==> src/rtl/tdm_demultiplexer.sv <==
// rtl/tdm_demultiplexer.sv - word-serial TDM receive demultiplexer with hunt/lock frame alignment
module tdm_demultiplexer #(
  parameter int NUM_CHANNELS = 4,
  parameter int WIDTH        = 8,
  parameter int MAX_MISS     = 2
) (
  input  logic                          clk,
  input  logic                          reset_n,
  input  logic                          din_valid,
  input  logic                          sync,
  input  logic [WIDTH-1:0]              din,
  output logic [NUM_CHANNELS*WIDTH-1:0] dout,
  output logic [NUM_CHANNELS-1:0]       ch_valid,
  output logic                          frame_done,
  output logic                          locked,
  output logic                          sync_err
);

  localparam int SW = $clog2(NUM_CHANNELS);
  // Miss counter must hold MAX_MISS+1 so the overflow compare is exact.
  localparam int MW = $clog2(MAX_MISS + 2);
  localparam logic [SW-1:0] LAST_SLOT = SW'(NUM_CHANNELS - 1);
  localparam logic [SW-1:0] FIRST_AFTER_SYNC = SW'(1);
  localparam logic [MW-1:0] MISS_LIMIT = MW'(MAX_MISS);

  typedef enum logic {
    HUNT = 1'b0,
    LOCK = 1'b1
  } state_t;

  state_t                        state_q, state_d;
  logic [SW-1:0]                 slot_cnt_q, slot_cnt_d;
  logic [MW-1:0]                 miss_cnt_q, miss_cnt_d;
  logic                          frame_ok_q, frame_ok_d;
  logic [NUM_CHANNELS*WIDTH-1:0] dout_q, dout_d;
  logic [NUM_CHANNELS-1:0]       ch_valid_q, ch_valid_d;
  logic                          frame_done_q, frame_done_d;
  logic                          locked_q, locked_d;
  logic                          sync_err_q, sync_err_d;

  logic                          wr_en;
  logic [SW-1:0]                 wr_slot;
  logic [MW-1:0]                 miss_inc;

  // Alignment FSM: decide the next state, counters, which slot gets written, and strobes.
  always_comb begin
    state_d      = state_q;
    slot_cnt_d   = slot_cnt_q;
    miss_cnt_d   = miss_cnt_q;
    frame_ok_d   = frame_ok_q;
    dout_d       = dout_q;
    ch_valid_d   = '0;
    frame_done_d = 1'b0;
    sync_err_d   = 1'b0;
    wr_en        = 1'b0;
    wr_slot      = '0;
    miss_inc     = miss_cnt_q + MW'(1);

    if (din_valid) begin
      case (state_q)
        HUNT: begin
          if (sync) begin
            wr_en      = 1'b1;
            wr_slot    = '0;
            slot_cnt_d = FIRST_AFTER_SYNC;
            miss_cnt_d = '0;
            frame_ok_d = 1'b1;
            state_d    = LOCK;
          end
        end
        LOCK: begin
          if (sync) begin
            // A sync anywhere but slot 0 realigns and abandons the current frame.
            if (slot_cnt_q != '0) begin
              sync_err_d = 1'b1;
            end else begin
              miss_cnt_d = '0;
            end
            wr_en      = 1'b1;
            wr_slot    = '0;
            slot_cnt_d = FIRST_AFTER_SYNC;
            frame_ok_d = 1'b1;
          end else if (slot_cnt_q == '0) begin
            // Missing sync at slot 0: flywheel until the tolerance is exceeded.
            if (miss_inc > MISS_LIMIT) begin
              state_d    = HUNT;
              slot_cnt_d = '0;
              miss_cnt_d = '0;
              frame_ok_d = 1'b0;
            end else begin
              miss_cnt_d = miss_inc;
              wr_en      = 1'b1;
              wr_slot    = '0;
              slot_cnt_d = FIRST_AFTER_SYNC;
              frame_ok_d = 1'b1;
            end
          end else begin
            wr_en   = 1'b1;
            wr_slot = slot_cnt_q;
            // Explicit wrap so non-power-of-two channel counts never overrun.
            if (slot_cnt_q == LAST_SLOT) begin
              slot_cnt_d   = '0;
              frame_done_d = frame_ok_q;
              frame_ok_d   = 1'b0;
            end else begin
              slot_cnt_d = slot_cnt_q + FIRST_AFTER_SYNC;
            end
          end
        end
        default: begin
          state_d = HUNT;
        end
      endcase
    end

    if (wr_en) begin
      dout_d[wr_slot*WIDTH +: WIDTH] = din;
      ch_valid_d[wr_slot]            = 1'b1;
    end

    locked_d = (state_d == LOCK);
  end

  // State, counters, holding registers and strobes; reset clears everything immediately.
  always_ff @(posedge clk or negedge reset_n) begin
    if (!reset_n) begin
      state_q      <= HUNT;
      slot_cnt_q   <= '0;
      miss_cnt_q   <= '0;
      frame_ok_q   <= 1'b0;
      dout_q       <= '0;
      ch_valid_q   <= '0;
      frame_done_q <= 1'b0;
      locked_q     <= 1'b0;
      sync_err_q   <= 1'b0;
    end else begin
      state_q      <= state_d;
      slot_cnt_q   <= slot_cnt_d;
      miss_cnt_q   <= miss_cnt_d;
      frame_ok_q   <= frame_ok_d;
      dout_q       <= dout_d;
      ch_valid_q   <= ch_valid_d;
      frame_done_q <= frame_done_d;
      locked_q     <= locked_d;
      sync_err_q   <= sync_err_d;
    end
  end

  assign dout       = dout_q;
  assign ch_valid   = ch_valid_q;
  assign frame_done = frame_done_q;
  assign locked     = locked_q;
  assign sync_err   = sync_err_q;

endmodule

==> config.mk <==
export PLATFORM = sky130hd
export DESIGN_NAME = tdm_demultiplexer
export DESIGN_NICKNAME = d
export VERILOG_FILES = /design/src/rtl/tdm_demultiplexer.sv
export SDC_FILE = /design/constraint.sdc
export NUM_CORES = 1
export LEC_CHECK = 0
export CORE_UTILIZATION = 50
export CTS_CLUSTER_DIAMETER = 50
export CTS_CLUSTER_SIZE = 14
export DETAILED_ROUTE_END_ITERATION = 8
export GPL_TIMING_DRIVEN = 0
export PLACE_DENSITY = 0.92
export SYNTH_ARGS = -nofsm -noshare
export SYNTH_HDL_FRONTEND = slang
export SYNTH_SLANG_ARGS = --single-unit
==> constraint.sdc <==
create_clock -name clk -period 3.5 [get_ports clk]
set_input_delay 0.35 -clock clk [delete_from_list [all_inputs] [get_ports clk]]
set_output_delay 0.35 -clock clk [all_outputs]
set_load 0.02 [all_outputs]
==> metrics <==
result of the run=complete, but fails checks; failing checks=design-rule violations; Max Buffers Root-to-Sink=2; Die Area=0.00477 mm2; headroom to the max-slew limit=0.645; crit path kind=flop to flop; Skew-Pair Late Insertion Delay=300 ps; ratio of total power to cell area=570 mW/mm2; HPWL after detailed placement=3400 um; CP dominant cell by count=sky130_fd_sc_hd__ha_1; final-report hold violation count=0; DRC marker count from the first detailed-route iteration=195; max capacitance violation total=0; Buffers on Ports=50; ratio of cells with drive above 1 in the final layout=0.280; TritonCTS clock tree=built; drt via density=5.55; all-layer global routing usage=0.222; initial antenna violation count=0; worst-path cell chain=clkbuf_8 -> inv_1 -> ha_1 -> and4bb_4 -> buf_6 -> buf_8 -> nand2_1 -> ha_1 -> buf_4 -> nor3b_2 -> and3_2 -> mux2_2; cell with the largest stage delay on the worst path=sky130_fd_sc_hd__dfrtp_1; Bufs and invs on worst path=5; area growth from synthesis to layout=31.3%; Synthesis Warnings=0; final cell utilization of the core=0.683; number of buffers created by CTS=5; crit path max fanout=10; wire length reported by the detailed router=4910 um; floorplan die height=69.1 um; clock tree root driver cell=sky130_fd_sc_hd__clkbuf_8; capturing element type of the critical path=flop; Max Clock Skew=8.12 ps; deepest level of the CTS H-tree=2; Top-Level Pins=51; shortest period the worst path allows=3170 ps; Final Net Count=277; global-route congestion overflow total=0; WP data required=3750 ps; highest achievable clock rate=315 MHz; clock-pin slew of the registers on the worst-case setup and hold paths=90 ps; Layout Cells excl Fill=309; reg-to-reg setup timing slack=330 ps; Setup TNS=0 ps; starting density of the core=0.520; worst supply voltage drop on vdd=0.319 mV; P_leak=1.43 nW; delay contributed by the slowest stage of the critical path=500 ps; maximum number of pins on one net before global-route repair=24; area of the core=0.00432 mm2; number of setup violations in the final report=0; signal arrival time at the worst endpoint=3420 ps; antenna fix cells=0; post-placement cell count=301; DR WL/cell=15.9 um; via count of the first global-routing pass=1676; row count=24; count of TritonRoute iterations in the first routing pass=6; total count of max-transition violations in the final report=0; post-synthesis net count=219; Die X=69.1 um; number of distinct library cells after synthesis=35; family with the most delay on the worst path=simple AND/OR/NAND/NOR gates; detailed-route via count=1715; count of unresolved DRC violations after routing=1; GP Congestion=0.805; Min-Delay Path Class=input port to asynchronous set/reset pin; CTS sink count=44; startpoint types=flop; first-pass GRT wire length=8250 um; antenna violation net count after detailed routing=0; Synth Cell Area=0.00225 mm2; Least-Margin Pin Slew=533 ps; RSZ-0062 raised after global routing=no; mean instance size in the synthesized netlist=11.4 um2; number of hold buffers added after CTS=0; portion of the post-synthesis area used by sequential elements=0.489; post-synthesis cell count=198; final period utilization=0.906; flops & latches, synth=44
metrics by stage:
step	power, W	setup slack, ps	hold slack [ps]	area, um2
after floorplan	0.00104	586	54.4	2250
after global placement	0.00128	199	486	2820
after detailed placement	0.00130	152	366	2840
after CTS	0.00169	151	38.1	2950
after global routing	0.00177	149	50.8	2950
final	0.00168	328	18.8	2950
metal layers:
layer | wire [um] | part of all wire | vias up | GRT usage
met5 | 0 | 0 | - | 0
met4 | 60 | 0.012 | 0 | 0.0726
met3 | 260 | 0.053 | 6 | 0.0629
met2 | 2390 | 0.49 | 48 | 0.351
met1 | 2200 | 0.45 | 845 | 0.295
li1 | - | - | 816 | -
layout make-up:
class	instances	area (um2)
clock buffers	5	68.8
flip-flops and latches	44	1100
fillers	330	1370
well taps	52	65.1
multi-input cells	116	957
inverters	24	90.1
repair buffers	51	523
clock inverters	3	42.5
plain buffers	14	106
cell families after synthesis:
family                     share of synthesized area
AOI/OAI and AO/OA                              0.168
and+or+nand+nor                                0.116
buffers and inverters                         0.0873
muxes                                         0.0895
adders and majority gates                     0.0501
DFF                                            0.489
worst paths after layout:
kind                                     from    endpoint  cells past startpoint
worst max-delay path            slot_cnt_q[0]     dout[8]                     12
worst min-delay path                  reset_n  frame_done                      1
worst max register to register  slot_cnt_q[0]     dout[8]                     12
worst min register to register     frame_ok_q  frame_ok_q                      1
max in group asynchronous             reset_n    dout[20]                      2
min in group clk                   frame_ok_q  frame_ok_q                      1
timing repair:
action | 4_1_cts | 5_1_grt
endpoints found under the hold margin | 0 | 0
buffers inserted | 0 | 0
endpoints found under the setup margin | 0 | 8
resized for setup | 0 | 1
Yosys cell counts, drive strengths merged:
master   instances  area share
dfrtp           44        0.49
inv             24       0.040
mux2            17       0.085
a31o            16       0.062
a31oi           16       0.044
and3            15       0.047
buf             11       0.038
nand2           11       0.018
a21oi            9       0.020
ha               9       0.050
clkbuf           3      0.0095
o21ai            3      0.0067
a22o             2      0.0078
nand2b           2      0.0056
a211o            1      0.0039
a211oi           1      0.0089
and2             1      0.0033
and4b            1      0.0050
and4bb           1      0.0072
mux2i            1      0.0044
nand3            1      0.0044
nand4b           1      0.0039
nand4bb          1       0.012
nor2b            1      0.0028
nor3             1      0.0022
nor3b            1      0.0033
o21a             1      0.0033
o22a             1      0.0039
o22ai            1      0.0028
o2bb2ai          1      0.0039
sequential cells by signal, summed over array words and instances, names as in the netlist:
name and flops:
ch_valid 4, dout 32, frame_done 1, frame_ok_q 1
locked 1, miss_cnt_q 2, slot_cnt_q 2, sync_err 1
power breakdown:
part           switching [W]  leakage (nW)  internal (W)
sequential         0.0000697         0.523      0.000613
combinational       0.000292         0.852      0.000320
clock               0.000179        0.0541      0.000211
cells in the final DEF, fill, tap and decap left out, drive strengths merged, types with 8 or more instances in the layout:
cell,count
mux2,17
a31oi,16
ha,9
nand2,11
and3,15
a31o,16
clkdlybuf4s50,49
inv,24
a21oi,9
clkbuf,8
buf,13
dfrtp,44
Note: power is estimated with default switching activity, not from simulation.
